--- config.mk ---
export PLATFORM = sky130hd
export DESIGN_NAME = lmi_dcache_ramarb_flat
export DESIGN_NICKNAME = d
export VERILOG_FILES = /design/src/rtl/lmi_dcache_ramarb_if.sv /design/src/rtl/lmi_dcache_ramarb.sv /design/src/flat_wrapper.sv
export SDC_FILE = /design/constraint.sdc
export NUM_CORES = 1
export LEC_CHECK = 0
export BUFFER_PORTS_ARGS = -buffer_cell sky130_fd_sc_hd__buf_2
export CELL_PAD_IN_SITES_DETAIL_PLACEMENT = 0
export CELL_PAD_IN_SITES_GLOBAL_PLACEMENT = 1
export CORE_MARGIN = 3
export CORE_UTILIZATION = 42
export CTS_CLUSTER_DIAMETER = 50
export DETAILED_ROUTE_END_ITERATION = 6
export PLACE_DENSITY = 0.92
export SYNTH_ARGS = -nofsm -noshare
export SYNTH_HDL_FRONTEND = slang
export SYNTH_SLANG_ARGS = --single-unit
--- constraint.sdc ---
create_clock -name clk -period 4.3 [get_ports clk]
set_clock_uncertainty 0.1 [all_clocks]
set_input_delay 1.29 -clock clk [delete_from_list [all_inputs] [get_ports clk]]
set_output_delay 1.29 -clock clk [all_outputs]
set_load 0.05 [all_outputs]
--- src/rtl/lmi_dcache_ramarb_if.sv ---
// Request/grant bundle between the dcache RAM arbiter and its three requesters.
// The master side drives requests and the slave side (the arbiter) drives grants.
interface lmi_dcache_ramarb_if #(
   parameter int unsigned BEAT_W = 2
);
   logic              pipe_req;
   logic              pipe_gnt;
   logic              arb_halt;
   logic              fill_req;
   logic              fill_gnt;
   logic [BEAT_W-1:0] fill_beat;
   logic              fill_done;
   logic              ext_dcreqram_r;
   logic              dc_gntram_r;
   logic [1:0]        ram_sel;

   modport master (
      output pipe_req, fill_req, ext_dcreqram_r,
      input  pipe_gnt, arb_halt, fill_gnt, fill_beat, fill_done, dc_gntram_r, ram_sel
   );

   modport slave (
      input  pipe_req, fill_req, ext_dcreqram_r,
      output pipe_gnt, arb_halt, fill_gnt, fill_beat, fill_done, dc_gntram_r, ram_sel
   );
endinterface

--- src/rtl/lmi_dcache_ramarb.sv ---
// Fixed-priority arbiter for the dcache data/tag RAM port: pipeline > fill > external,
// with a starvation counter for the lower two and a hold limit on the external grant.
module lmi_dcache_ramarb #(
   parameter int unsigned BEAT_W       = 2,
   parameter int unsigned CNT_W        = 3,
   parameter int unsigned STARVE_LIMIT = 7,
   parameter int unsigned HOLD_W       = 4,
   parameter int unsigned EXT_MAX_HOLD = 15
) (
   input logic                 clk,
   input logic                 reset_d1_r,
   lmi_dcache_ramarb_if.slave  bus
);

   typedef enum logic [1:0] {StIdle, StFill, StExt} state_e;

   localparam logic [BEAT_W-1:0] LastBeat  = '1;
   localparam logic [CNT_W-1:0]  StarveMax = CNT_W'(STARVE_LIMIT);
   localparam logic [HOLD_W-1:0] HoldMax   = HOLD_W'(EXT_MAX_HOLD);

   state_e            state_q, state_d;
   logic [CNT_W-1:0]  starve_q, starve_d;
   logic [HOLD_W-1:0] hold_q, hold_d;
   logic [BEAT_W-1:0] beat_q, beat_d;
   logic              pipe_gnt_c;
   logic [1:0]        sel_c;
   logic              starve_hit;

   assign starve_hit = (starve_q == StarveMax);

   always_ff @(posedge clk) begin
      if (reset_d1_r) begin
         state_q  <= StIdle;
         starve_q <= '0;
         hold_q   <= '0;
         beat_q   <= '0;
      end else begin
         state_q  <= state_d;
         starve_q <= starve_d;
         hold_q   <= hold_d;
         beat_q   <= beat_d;
      end
   end

   always_comb begin
      state_d    = state_q;
      starve_d   = starve_q;
      hold_d     = hold_q;
      beat_d     = beat_q;
      pipe_gnt_c = 1'b0;
      sel_c      = 2'b00;
      unique case (state_q)
         StIdle: begin
            pipe_gnt_c = bus.pipe_req;
            sel_c      = bus.pipe_req ? 2'b01 : 2'b00;
            if (bus.fill_req && (!bus.pipe_req || starve_hit)) begin
               state_d  = StFill;
               beat_d   = '0;
               starve_d = '0;
            end else if (bus.ext_dcreqram_r && (!bus.pipe_req || starve_hit)) begin
               state_d  = StExt;
               hold_d   = '0;
               starve_d = '0;
            end else if ((bus.fill_req || bus.ext_dcreqram_r) && bus.pipe_req) begin
               if (!starve_hit) starve_d = starve_q + CNT_W'(1);
            end else begin
               starve_d = '0;
            end
         end
         StFill: begin
            sel_c = 2'b10;
            // A burst always runs to its last beat, even if fill_req drops.
            if (beat_q == LastBeat) begin
               state_d = StIdle;
               beat_d  = '0;
            end else begin
               beat_d = beat_q + BEAT_W'(1);
            end
         end
         StExt: begin
            sel_c = 2'b11;
            if (hold_q != '1) hold_d = hold_q + HOLD_W'(1);
            if (!bus.ext_dcreqram_r ||
                ((hold_q == HoldMax) && (bus.pipe_req || bus.fill_req))) begin
               state_d = StIdle;
            end
         end
         default: state_d = StIdle;
      endcase
   end

   // Combinational outputs are gated during reset; registered ones follow the state.
   assign bus.pipe_gnt    = pipe_gnt_c & ~reset_d1_r;
   assign bus.arb_halt    = bus.pipe_req & ~pipe_gnt_c & ~reset_d1_r;
   assign bus.ram_sel     = reset_d1_r ? 2'b00 : sel_c;
   assign bus.fill_gnt    = (state_q == StFill);
   assign bus.fill_beat   = beat_q;
   assign bus.fill_done   = (state_q == StFill) && (beat_q == LastBeat);
   assign bus.dc_gntram_r = (state_q == StExt);

endmodule

--- src/flat_wrapper.sv ---
// flat-port wrapper written by rule: the top's interface ports become plain ports
module lmi_dcache_ramarb_flat 
#(
   parameter int unsigned BEAT_W       = 2,
   parameter int unsigned CNT_W        = 3,
   parameter int unsigned STARVE_LIMIT = 7,
   parameter int unsigned HOLD_W       = 4,
   parameter int unsigned EXT_MAX_HOLD = 15
)
  (clk, reset_d1_r, bus_pipe_req, bus_fill_req, bus_ext_dcreqram_r, bus_pipe_gnt, bus_arb_halt, bus_fill_gnt, bus_fill_beat, bus_fill_done, bus_dc_gntram_r, bus_ram_sel);
  lmi_dcache_ramarb_if #(.BEAT_W(BEAT_W)) bus_i ();
  input logic clk;
  input logic reset_d1_r;
  input wire logic [$bits(bus_i.pipe_req)-1:0] bus_pipe_req;
  input wire logic [$bits(bus_i.fill_req)-1:0] bus_fill_req;
  input wire logic [$bits(bus_i.ext_dcreqram_r)-1:0] bus_ext_dcreqram_r;
  output wire logic [$bits(bus_i.pipe_gnt)-1:0] bus_pipe_gnt;
  output wire logic [$bits(bus_i.arb_halt)-1:0] bus_arb_halt;
  output wire logic [$bits(bus_i.fill_gnt)-1:0] bus_fill_gnt;
  output wire logic [$bits(bus_i.fill_beat)-1:0] bus_fill_beat;
  output wire logic [$bits(bus_i.fill_done)-1:0] bus_fill_done;
  output wire logic [$bits(bus_i.dc_gntram_r)-1:0] bus_dc_gntram_r;
  output wire logic [$bits(bus_i.ram_sel)-1:0] bus_ram_sel;
  assign bus_i.pipe_req = bus_pipe_req;
  assign bus_i.fill_req = bus_fill_req;
  assign bus_i.ext_dcreqram_r = bus_ext_dcreqram_r;
  assign bus_pipe_gnt = bus_i.pipe_gnt;
  assign bus_arb_halt = bus_i.arb_halt;
  assign bus_fill_gnt = bus_i.fill_gnt;
  assign bus_fill_beat = bus_i.fill_beat;
  assign bus_fill_done = bus_i.fill_done;
  assign bus_dc_gntram_r = bus_i.dc_gntram_r;
  assign bus_ram_sel = bus_i.ram_sel;
  lmi_dcache_ramarb #(.BEAT_W(BEAT_W), .CNT_W(CNT_W), .STARVE_LIMIT(STARVE_LIMIT), .HOLD_W(HOLD_W), .EXT_MAX_HOLD(EXT_MAX_HOLD)) u_core (.clk(clk), .reset_d1_r(reset_d1_r), .bus(bus_i));
endmodule
==> impl_metrics.toml, run 1 <==
[power_and_ir_drop]
clock_power_share = 0.292
p_comb_frac = 0.259
p_seq_frac = 0.449
switching_share = 0.332
p_leak_uw = 0.000345
p_per_area_mw_per_mm2 = 295
internal_power_uw = 160
p_sw_uw = 79.4
ir_drop_uv = 206

[clocking]
cts_max_path_buffers = 2
htree_levels = 1
path_clk_slew_ns = 0.07
postCtsSetupBuffers = 0
ctsResizeCount = 0
cts_root_buf = "clkbuf_4"
cts_tree = "yes"
clock-sinks = 11
cts_hold_buf = 0
clkLatencyLatePin_ns = 0.27
cts_buffers = 3

[logic_synthesis]
yosys.area.top_type = "dfxtp_1"
seq_area_frac_synth = 0.302
yosysWarnings = 0
postSynthCellCount = 84
synth_seq_cells = 11
synth_top_flop_cell = "dfxtp_1"
yosysTopAreaCellShare = 0.302
ys_types = 36
synthTopCellsByArea = "dfxtp_1 (30%), ha_1 (12%), a31oi_1 (4.3%)"
synthArstFlopShare = 0
synth_nets = 96
synth.top_cells.by_count = "dfxtp_1 (11), nor2_1 (8), ha_1 (7)"
synth.most_common_cell = "dfxtp_1"
syn_area_per_cell_um2 = 8.68
synth_area_um2 = 729
synth_edf_count = 0

[floorplan]
dieWidth_um = 47.7
fp.dieH_um = 47.7
core-area_mm2 = 0.00158
ios = 14
rows = 14
die_area_mm2 = 0.00227
start_util = 0.463

[layout]
diodes = 0
final_nets = 110
area_delta_synth_final_pct = 11.3
drive_gt1_frac = 0.237

[setup_path]
crit_required_ns = 2.91
cpLargestDelayFamily = "buffers and inverters"
slowest_delay_ns = 0.27
ff2ff_path_depth = 6
reg2reg_from = "u_core.starve_q[0]"
rrSetupSlack_ns = 2.49
crit_fanout = 16
critPathMostFrequentCell = "buf_2"
criticalPathCategory = "input pin to output port"
cp_slowest_cell = "buf_2"
worstPathArrival_ns = 2.18
cp-end-kind = "output port"
start_kind = "input pin"
reg2reg_to = "u_core.hold_q[3]"
path_cells = "buf_2 -> nand2b_1 -> nor2b_1 -> a21oi_1 -> buf_2"
path_buf_inv = 2

[place]
dp_hpwl_um = 1130
port_buffers = 13
pre_cts_ws_ns = 0.735
routabilityCongestion = 0.759

[global_route]
grt.overflow.total = 0
grt_pass1_vias = 576
grt_antenna_before_repair = 0
grt_pass1_wl_um = 2470
grtUsageTotal = 0.153
grt_max_degree = 17

[routing]
vias_per_cell = 5.84
first_pass_iters = 4
first_iter_violations = 15
antenna_left = 0
via_count = 660
post-route-drc-count = 0
drt-total-wl_um = 1500
wl_per_cell_um = 13.2

[timing]
rsz0062_at_grt = "no"
fin_tns_setup_ns = 0
setup_viol = 0
fin_ws_ns = 0.732
report.final.slew_viol_count = 0
worst_pin_slew_ns = 0.360
max_freq_mhz = 280
hold_ws_ns = 0.404
min_period_over_period = 0.830
final-hold-violation-count = 0
layout_min_cycle_time_ns = 3.57
slew-limit-headroom = 0.758

[worst_hold_path]
hold_start = "u_core.hold_q[1]"
hp-class = "register to register"
min_path_cells = 2
min_to = "u_core.hold_q[1]"

[job]
cap_violations = 0

[status]
status = "completed"
-- how the worst max path moves through the flow --
stage                from              to  slack (ns)  cells after the start
2_1_floorplan  reset_d1_r  bus_ram_sel[0]        0.03                      3
3_3_place_gp   reset_d1_r  bus_ram_sel[0]        0.76                      5
3_5_place_dp   reset_d1_r  bus_ram_sel[0]        0.73                      5
4_1_cts        reset_d1_r  bus_ram_sel[0]        0.73                      5
5_1_grt        reset_d1_r  bus_ram_sel[0]        0.65                      5
6_report       reset_d1_r  bus_ram_sel[0]        0.73                      5
-- layer usage --
metal,wire [µm],GRT usage,part of all wire
met1,736,0.210,0.49
met2,656,0.230,0.44
met3,92,0.0564,0.061
met4,10,0.0323,0.0067
met5,0,0,0
-- stage by stage --
step / cell area [µm²] / std cells / total power (µW) / util
finish: 812 / 113 / 239 / 0.515
global route: 812 / 113 / 256 / 0.515
CTS: 812 / 113 / 244 / 0.515
detailed placement: 786 / 109 / 172 / 0.498
global placement: 786 / 109 / 171 / 0.498
floorplan: 734 / 84 / 161 / -
-- kinds of logic after synthesis --
logic type / Yosys count / synth area share
compound gates: 26 / 0.256
flops: 11 / 0.302
simple gates: 29 / 0.232
mux: 1 / 0.0137
buf+inv: 10 / 0.0772
fa+ha+maj: 7 / 0.120
-- cell usage in the layout (no fill, tap or decap), types with 3 or more instances in the layout --
cell       n
dfxtp_1   11
ha_1       7
nor2b_1    4
inv_1      5
a22oi_1    3
clkbuf_4   3
a21oi_1    5
buf_2     13
nor2_1     8
a31oi_1    5
-- state kept, by name (all words and copies together), names as in the netlist --
register and flops:
u_core.bus.fill_beat 2, u_core.hold_q 4, u_core.starve_q 3, u_core.state_q 2
-- worst min-delay path, stage by stage, from the launching register on --
cell,delay [ns]
dfxtp_1,0.33
o21ai_0,0.07
a21oi_1,0.06
-- area by class of cell --
type                            count  area, µm²
Timing Repair Buffer               13       65.1
Sequential cell                    11        220
Clock buffer                        4       26.3
Multi-Input combinational cell     63        458
Fill cell                         151        764
Inverter                            6       22.5
Tap cell                           16       20.0
-- power groups by stage --
stage / clock [µW] / sequential [µW] / combinational [µW]
after detailed placement: 0 / 110 / 61.7
final: 69.9 / 107 / 61.9
after floorplan: 0 / 111 / 49.9
after global routing: 79.3 / 108 / 68.4
after CTS: 74.0 / 107 / 62.2
after global placement: 0 / 110 / 61.3
No activity file was read; power rests on OpenSTA's default activity.
==> run 2: changes to the inputs <==
- ABC_AREA: unset -> 1
- CORE_UTILIZATION: 42 -> 38
- PLACE_DENSITY: 0.92 -> 0.87
- clock period: 4.3 -> 3.72 ns (I/O delays scaled with it)
==> run 2 against run 1 <==
Clock power grew 20%. Worst setup slack got worse by 0.19 ns. Combinational power increased to 7.7 times the previous value. Synthesized cell count grew 38%. Flip-flop and latch count unchanged. Final area grew 14%. Cell count grew 40%. Clock-buffer cell count down 1. Via count grew 11%. Hold slack worse by 0.019 ns. Largest cell class unchanged. Highest routed layer unchanged.
==> impl_metrics.toml, run 2 <==
[status]
status = "completed"

[routing]
wl_per_cell_um = 10.8
first_iter_violations = 6
drt-total-wl_um = 1710
antenna_left = 0
vias_per_cell = 4.64
via_count = 733
post-route-drc-count = 0
first_pass_iters = 4

[setup_path]
worstPathArrival_ns = 1.96
path_buf_inv = 2
cp-end-kind = "output port"
crit_fanout = 12
slowest_delay_ns = 0.26
criticalPathCategory = "input pin to output port"
crit_required_ns = 2.50
cp_slowest_cell = "buf_2"
rrSetupSlack_ns = 1.95
critPathMostFrequentCell = "buf_2"
path_cells = "buf_2 -> nor3_2 -> a21oi_1 -> a21oi_2 -> buf_2"
cpLargestDelayFamily = "buffers and inverters"
start_kind = "input pin"

[global_route]
grt_pass1_vias = 677
grt_antenna_before_repair = 0
grt.overflow.total = 0
grt_max_degree = 13
grtUsageTotal = 0.152
grt_pass1_wl_um = 2990

[clocking]
htree_levels = 1
clock-sinks = 11
cts_hold_buf = 0
cts_root_buf = "clkbuf_4"
postCtsSetupBuffers = 0
path_clk_slew_ns = 0.08
cts_buffers = 3
cts_max_path_buffers = 2
cts_tree = "yes"
ctsResizeCount = 0
clkLatencyLatePin_ns = 0.27

[timing]
min_period_over_period = 0.854
worst_pin_slew_ns = 0.522
layout_min_cycle_time_ns = 3.18
final-hold-violation-count = 0
rsz0062_at_grt = "no"
fin_tns_setup_ns = 0
max_freq_mhz = 315
setup_viol = 0
report.final.slew_viol_count = 0
slew-limit-headroom = 0.652

[logic_synthesis]
synthArstFlopShare = 0
yosysTopAreaCellShare = 0.271
yosysWarnings = 0
synth_area_um2 = 812
syn_area_per_cell_um2 = 7.00
ys_types = 25
synth.top_cells.by_count = "nand2_1 (32), inv_1 (15), dfxtp_1 (11)"
synth_edf_count = 0
synth_top_flop_cell = "dfxtp_1"
synth.most_common_cell = "nand2_1"
seq_area_frac_synth = 0.271
postSynthCellCount = 116
synth_seq_cells = 11
yosys.area.top_type = "dfxtp_1"
synthTopCellsByArea = "dfxtp_1 (27%), nand2_1 (15%), ha_1 (11%)"
synth_nets = 128

[place]
dp_hpwl_um = 1320
routabilityCongestion = 0.716
dpl_cell_area_um2 = 898
port_buffers = 13

[layout]
layout_common_cells = "nand2_1 (32), inv_1 (15), buf_2 (13), dfxtp_1 (11), nor2_1 (10)"
fillCellCount = 218
reg.largest.list = "u_core.hold_q (4), u_core.starve_q (3)"
drive_gt1_frac = 0.298
top_register = "u_core.hold_q"
largest_reg_flops = 4
final_nets = 144
final_common_cell = "nand2_1"
area_delta_synth_final_pct = 14.0
fin_area_um2 = 926
diodes = 0

[floorplan]
core-area_mm2 = 0.00200
dieWidth_um = 52.2
ios = 14
die_area_mm2 = 0.00273
rows = 16
fp.dieH_um = 52.2
start_util = 0.406

[worst_hold_path]
hp-class = "register to register"

[power_and_ir_drop]
p_per_area_mw_per_mm2 = 785
p_leak_uw = 0.000450
ir_drop_uv = 583

[job]
cap_violations = 0
run 2: cell types whose count changed after synthesis, sizes merged, moves of 4 or more:
cell | previous run | this run
inv | 6 | 16
nand3 | 2 | 7
nor2 | 8 | 12
a21oi | 5 | 9
a31oi | 5 | 0
nand2 | 1 | 40
nor2b | 5 | 0
run 2: per-stage QoR:
| step | util | instances | worst slack (ns) | hold WS [ns] | power, µW |
|---|---|---|---|---|---|
| after CTS | 0.463 | 158 | 0.531 | 0.385 | 734 |
| after floorplan | - | 116 | 0.0674 | 0.359 | 569 |
| after detailed placement | 0.449 | 154 | 0.539 | 0.372 | 646 |
| final | 0.463 | 158 | 0.542 | 0.386 | 727 |
| after global routing | 0.463 | 158 | 0.437 | 0.418 | 794 |
| after global placement | 0.449 | 154 | 0.548 | 0.369 | 645 |
run 2: report_power, final:
part           internal (µW)  total [µW]  switching, µW
sequential               142         168           25.8
combinational            136         475            339
clock                   39.9        83.7           43.8
run 2: cell type report:
type                       instances  area, µm²  area share
multi-input combinational         86        513       0.554
clock inverter                     1       5.00     0.00541
timing repair buffer              13       65.1      0.0703
tap                               27       33.8      0.0365
inverter                          17       66.3      0.0716
clock buffer                       3       22.5      0.0243
sequential                        11        220       0.238
run 2: kinds of logic after synthesis:
group | after synthesis | share of synthesized area
AOI/OAI and AO/OA | 15 | 0.125
buffers and inverters | 19 | 0.102
and+or+nand+nor | 64 | 0.394
DFF | 11 | 0.271
adders and majority gates | 7 | 0.108
run 2: per-layer routing:
metal,part of all wire,track usage
met5,0,0
met2,0.46,0.234
met4,0.0094,0.0511
met1,0.48,0.193
met3,0.054,0.0598
run 2: worst paths after layout:
path,cells past startpoint,end,startpoint
max reg2reg,8,u_core.hold_q[2],u_core.state_q[1]
max,5,bus_ram_sel[0],reset_d1_r
min reg2reg,2,u_core.starve_q[1],u_core.starve_q[1]
min,2,u_core.starve_q[1],u_core.starve_q[1]
run 2: worst min-delay path: stages, from the launching register on:
cell and delay (ns):
dfxtp_1 0.32, nand2_1 0.08, a21oi_2 0.05
